===== src/rtl/race_timer.sv =====
// Multi-player race timing engine: start countdown, per-player lap/best times,
// finish detection and first-finisher arbitration, all on a shared tick prescaler.
module race_timer #(
  parameter int PLAYERS         = 2,
  parameter int LAPS            = 3,
  parameter int TIME_W          = 16,
  parameter int TICK_DIV        = 650000,
  parameter int COUNTDOWN_TICKS = 300,
  localparam int LAP_W          = $clog2(LAPS + 1),
  localparam int WIN_W          = (PLAYERS > 1) ? $clog2(PLAYERS) : 1
) (
  input  logic                      pclk,
  input  logic                      rst,
  input  logic                      start,
  input  logic [PLAYERS-1:0]        lap_finished,
  output logic                      countdown_active,
  output logic [TIME_W-1:0]         countdown_left,
  output logic                      racing,
  output logic [PLAYERS*TIME_W-1:0] current_lap_time,
  output logic [PLAYERS*TIME_W-1:0] last_lap_time,
  output logic [PLAYERS*TIME_W-1:0] best_lap_time,
  output logic [PLAYERS*LAP_W-1:0]  lap_count,
  output logic [PLAYERS-1:0]        player_done,
  output logic [TIME_W-1:0]         race_time,
  output logic                      race_over,
  output logic [WIN_W-1:0]          winner,
  output logic                      winner_valid
);

  localparam int PW = (TICK_DIV > 1) ? $clog2(TICK_DIV) : 1;

  typedef enum logic [1:0] {IDLE, COUNTDOWN, RACING, FINISHED} state_t;

  state_t                           state_q, state_d;
  logic                             start_q;
  logic [PW-1:0]                    presc_q, presc_d;
  logic [TIME_W-1:0]                cd_left_q, cd_left_d;
  logic                             cd_act_q, cd_act_d;
  logic                             racing_q, racing_d;
  logic [PLAYERS-1:0][TIME_W-1:0]   cur_q, cur_d;
  logic [PLAYERS-1:0][TIME_W-1:0]   last_q, last_d;
  logic [PLAYERS-1:0][TIME_W-1:0]   best_q, best_d;
  logic [PLAYERS-1:0][LAP_W-1:0]    lap_q, lap_d;
  logic [PLAYERS-1:0]               done_q, done_d;
  logic [PLAYERS-1:0]               newly_done;
  logic [TIME_W-1:0]                rtime_q, rtime_d;
  logic                             over_q, over_d;
  logic [WIN_W-1:0]                 winner_q, winner_d;
  logic                             wv_q, wv_d;
  logic                             start_rise;
  logic                             tick;

  function automatic logic [TIME_W-1:0] sat_inc(input logic [TIME_W-1:0] v);
    return (&v) ? v : v + 1'b1;
  endfunction

  function automatic logic [TIME_W-1:0] min_time(input logic [TIME_W-1:0] a,
                                                 input logic [TIME_W-1:0] b);
    return (a < b) ? a : b;
  endfunction

  assign start_rise = start & ~start_q;
  assign tick = ((state_q == COUNTDOWN) || (state_q == RACING)) &&
                (presc_q == PW'(TICK_DIV - 1));

  always_comb begin
    state_d    = state_q;
    presc_d    = presc_q;
    cd_left_d  = cd_left_q;
    cur_d      = cur_q;
    last_d     = last_q;
    best_d     = best_q;
    lap_d      = lap_q;
    done_d     = done_q;
    rtime_d    = rtime_q;
    over_d     = over_q;
    winner_d   = winner_q;
    wv_d       = wv_q;
    newly_done = '0;

    if ((state_q == COUNTDOWN) || (state_q == RACING))
      presc_d = tick ? '0 : presc_q + 1'b1;

    // Dropping start aborts from any active state with every value frozen.
    if ((state_q != IDLE) && !start) begin
      state_d = IDLE;
      presc_d = presc_q;
    end else begin
      case (state_q)
        IDLE: begin
          if (start_rise) begin
            cur_d     = '0;
            last_d    = '0;
            best_d    = '1;
            lap_d     = '0;
            done_d    = '0;
            rtime_d   = '0;
            over_d    = 1'b0;
            winner_d  = '0;
            wv_d      = 1'b0;
            presc_d   = '0;
            cd_left_d = TIME_W'(COUNTDOWN_TICKS);
            state_d   = (COUNTDOWN_TICKS == 0) ? RACING : COUNTDOWN;
          end
        end
        COUNTDOWN: begin
          if (tick) begin
            cd_left_d = cd_left_q - 1'b1;
            if (cd_left_q <= TIME_W'(1)) begin
              cd_left_d = '0;
              state_d   = RACING;
              presc_d   = '0;
            end
          end
        end
        RACING: begin
          for (int p = 0; p < PLAYERS; p++) begin
            if (!done_q[p]) begin
              if (lap_finished[p]) begin
                last_d[p] = cur_q[p];
                best_d[p] = min_time(best_q[p], cur_q[p]);
                cur_d[p]  = '0;
                lap_d[p]  = lap_q[p] + 1'b1;
                if (lap_q[p] + 1'b1 == LAP_W'(LAPS))
                  done_d[p] = 1'b1;
              end else if (tick) begin
                cur_d[p] = sat_inc(cur_q[p]);
              end
            end
          end
          newly_done = done_d & ~done_q;
          if (!wv_q && (|newly_done)) begin
            wv_d = 1'b1;
            for (int p = PLAYERS - 1; p >= 0; p--)
              if (newly_done[p]) winner_d = WIN_W'(p);
          end
          if (tick && !(&done_q))
            rtime_d = sat_inc(rtime_q);
          over_d = &done_q;
          if (over_q)
            state_d = FINISHED;
        end
        FINISHED: ;
        default: state_d = IDLE;
      endcase
    end

    cd_act_d = (state_d == COUNTDOWN);
    racing_d = (state_d == RACING);
  end

  always_ff @(posedge pclk or negedge rst) begin
    if (!rst) begin
      state_q   <= IDLE;
      start_q   <= 1'b0;
      presc_q   <= '0;
      cd_left_q <= '0;
      cd_act_q  <= 1'b0;
      racing_q  <= 1'b0;
      cur_q     <= '0;
      last_q    <= '0;
      best_q    <= '1;
      lap_q     <= '0;
      done_q    <= '0;
      rtime_q   <= '0;
      over_q    <= 1'b0;
      winner_q  <= '0;
      wv_q      <= 1'b0;
    end else begin
      state_q   <= state_d;
      start_q   <= start;
      presc_q   <= presc_d;
      cd_left_q <= cd_left_d;
      cd_act_q  <= cd_act_d;
      racing_q  <= racing_d;
      cur_q     <= cur_d;
      last_q    <= last_d;
      best_q    <= best_d;
      lap_q     <= lap_d;
      done_q    <= done_d;
      rtime_q   <= rtime_d;
      over_q    <= over_d;
      winner_q  <= winner_d;
      wv_q      <= wv_d;
    end
  end

  assign countdown_active = cd_act_q;
  assign countdown_left   = cd_left_q;
  assign racing           = racing_q;
  assign current_lap_time = cur_q;
  assign last_lap_time    = last_q;
  assign best_lap_time    = best_q;
  assign lap_count        = lap_q;
  assign player_done      = done_q;
  assign race_time        = rtime_q;
  assign race_over        = over_q;
  assign winner           = winner_q;
  assign winner_valid     = wv_q;

endmodule


===== config.mk =====
export PLATFORM = sky130hd
export DESIGN_NAME = race_timer
export DESIGN_NICKNAME = d
export VERILOG_FILES = /design/src/rtl/race_timer.sv
export SDC_FILE = /design/constraint.sdc
export NUM_CORES = 1
export LEC_CHECK = 0
export BUFFER_PORTS_ARGS = -buffer_cell sky130_fd_sc_hd__buf_4
export CORE_UTILIZATION = 24
export CTS_CLUSTER_SIZE = 12
export DETAILED_ROUTE_END_ITERATION = 8
export GPL_TIMING_DRIVEN = 0
export RECOVER_POWER = 100
export SLEW_MARGIN = 30
export SYNTH_ARGS = -nofsm -noshare
export SYNTH_HDL_FRONTEND = slang
export SYNTH_SLANG_ARGS = --single-unit

===== constraint.sdc =====
create_clock -name pclk -period 3.7 [get_ports pclk]
set_input_delay 0.37 -clock pclk [delete_from_list [all_inputs] [get_ports pclk]]
set_output_delay 0.37 -clock pclk [all_outputs]
set_load 0.005 [all_outputs]

==> impl_metrics.yaml <==
flow_run:
  cap_violations: 1
timing:
  finClkSkew_ns: 0.01174
  period_needed_ns: 3.332
  hold_viol_final: 0
  rsz0062_at_grt: "false"
  setup_tns_ns: 0
  fin_crit_sh: 0.9006
  slew_violations: 28
  fin_ws_ns: 0.3677
  worstMarginPinSlew_ns: 1.503
  slew_headroom: -0.002111
  fin_hold_ws_ns: 0.1220
  setup_viol: 0
  max_freq_ghz: 0.3001
clock_network:
  numCtsBuffers: 17
  cts_resized: 0
  htree_levels: 4
  cts_sinks: 162
  root_buffer: "clkbuf_16"
  clock_path_buffers: 2
  clkTransAtPathRegs_ns: 0.07
  cts_tree: "built"
  insertion_delay_ns: 0.43
worst_setup_path:
  r2r-end: "current_lap_time[25]$_DFFE_PN0P_"
  crit_path_max_fanout: 10
  r2r_cells: 9
  cp.required_ns: 4.00
  regToRegSetupSlack_ns: 0.37
  worstSetupStartpointType: "flip-flop"
  cp-end-kind: "flip-flop"
  critPathArrivalTime_ns: 3.64
  crit_type: "reg -> reg"
  r2r_start: "state_q[0]$_DFF_PN0_"
status:
  status: "complete, but fails checks"
  violations: "max-capacitance violations, max-slew violations"
placed_design:
  hpwl_mm: 18.51
  post-place-cells: 1541
  post_dp_cell_area_sq_um: 10410
  port-buffer-count: 143
  gp_congestion: 0.8316
  pre_cts_slack_ns: 0.3044
synthesis:
  synthTopCellsByCount: "nand2_1, dfrtp_1, nor2_1, nand3_1, inv_1"
  async_flop_share: 1.000
  netlist_area_sq_um: 8690
  synthesis.nets: 983
  ys.warnings.count: 0
  yosysMostFrequentCell: "nand2_1"
  synth_cell_type_count: 63
  ys_seq_elements: 162
  synth.largest_area_cell: "dfrtp_1"
  ys.flop_type: "dfrtp_1"
  syn-instance-count: 935
  synthTopCellsByArea: "dfrtp_1, dfstp_2, nand2_1"
  ys_seq_area_frac: 0.4711
  synth_area_per_cell_sq_um: 9.294
  synth_edf_count: 0
  synth.top_cell.area_share: 0.3744
global_route:
  grt_pass1_wl_mm: 39.66
  grt_use_total: 0.1371
  antenna_found_initial: 1
  grt_max_degree: 73
  gr-total-overflow: 0
  grt_pass1_vias: 7168
floorplan:
  coreArea_sq_um: 35570
  core.rowCount: 69
  io_pins: 144
  die_w_um: 192.3
  initial_core_util: 0.2443
  die-area_sq_um: 36970
  die_y_um: 192.3
finish:
  fin_cells: 1575
  utilization: 0.3059
  nFillCells: 3759
  design_area_sq_um: 10880
  drive_above_1_share: 0.1743
  synthToLayoutAreaGrowth_pct: 25.23
  num-nets-final: 1148
pwr:
  p_leak_nw: 4.612
  vdd_ir_drop_max_uv: 300.0
  power_density_nw_per_um2: 539.7
  power_mw: 5.872
detailed_routing:
  wl_per_cell_um: 15.66
  drc: 0
  drtIter0Drc: 429
  antenna_left: 0
  vias_per_cell: 4.665
  routed_wl_mm: 24.66
  first_pass_iters: 4
  vias: 7348
worst_hold_path:
  min_from: "start"
  hold_end: "start_q$_DFF_PN0_"
  hold_class: "in -> reg"
  hold_path_depth: 1
[timing repair]
item / CTS / global route
hold endpoints to repair: 15 / 0
setup buffers: 0 / 0
hold buffers: 1 / 0
[placed cells by master, fill, tap and decap left out, types with 19 or more instances in the layout]
cell,Yosys,routed
clkbuf_1,33,66
a21oi_1,25,25
o21ai_0,44,44
mux2_2,32,32
buf_4,0,34
dfstp_1,0,32
dfrtp_1,130,130
nand2_1,153,153
nor2_1,87,87
inv_1,45,45
xor2_1,19,19
clkbuf_4,0,83
nand4_1,24,24
nand3_1,62,63
ha_1,43,43
xnor2_1,31,31
[state kept, by name, summed over array words and instances, names as in the netlist, 4 cells and up]
| register | count |
|---|---|
| presc_q | 20 |
| last_lap_time | 32 |
| race_time | 16 |
| best_lap_time | 32 |
| lap_count | 4 |
| current_lap_time | 32 |
| countdown_left | 16 |
[how the worst max path moves through the flow]
stage | slack, ns | endpoint | cells after the start | startpoint
2_1_floorplan | 0.96 | best_lap_time[10]$_DFFE_PN1P_ | 10 | current_lap_time[2]$_DFFE_PN0P_
3_3_place_gp | 0.35 | current_lap_time[25]$_DFFE_PN0P_ | 9 | state_q[0]$_DFF_PN0_
3_5_place_dp | 0.30 | current_lap_time[25]$_DFFE_PN0P_ | 9 | state_q[0]$_DFF_PN0_
4_1_cts | 0.27 | current_lap_time[25]$_DFFE_PN0P_ | 9 | state_q[0]$_DFF_PN0_
5_1_grt | 0.06 | current_lap_time[25]$_DFFE_PN0P_ | 9 | state_q[0]$_DFF_PN0_
6_report | 0.37 | current_lap_time[25]$_DFFE_PN0P_ | 9 | state_q[0]$_DFF_PN0_
[final cells by class]
type | count | area (sq um) | area share
Clock inverter | 12 | 155.1 | 0.01426
Buffer | 43 | 166.4 | 0.01529
Sequential cell | 162 | 4094 | 0.3762
Multi-Input combinational cell | 685 | 4244 | 0.3900
Inverter | 45 | 168.9 | 0.01552
Tap cell | 461 | 576.8 | 0.05301
Clock buffer | 20 | 456.7 | 0.04197
Antenna cell | 1 | 2.502 | 0.0002300
Timing Repair Buffer | 146 | 1017 | 0.09348
[routing by layer]
metal  GRT usage  part of all wire
met1      0.1791              0.46
met2      0.2258              0.49
met3     0.03055             0.042
met4     0.03907             0.013
met5           0                 0
[cells by family after synthesis]
kind of cell,Yosys count,share of synthesized area
flip-flops,162,0.4711
AO/OA/AOI/OAI,125,0.09100
multiplexers,34,0.04377
XOR/XNOR,50,0.05040
AND/OR/NAND/NOR,433,0.2428
adder cells (fa/ha/maj),43,0.06192
buffers and inverters,88,0.03902
[report_power, final]
group	switching (mW)	internal [mW]	leakage (nW)	total, mW
combinational	0.973	0.742	2.24	1.72
clock	0.769	1.10	0.297	1.87
sequential	0.228	2.06	2.08	2.29
total	1.97	3.90	4.61	5.87
[critical path, stage by stage, from the launching register on]
cell and delay [ns]:
dfrtp_1 0.43, inv_1 0.12, ha_1 0.23, clkbuf_1 0.62
o211ai_1 0.26, nor4_2 0.71, clkbuf_1 0.43, nand4_1 0.18
xnor2_1 0.17, nor2_1 0.05
Note: power is estimated with default switching activity, not from simulation.
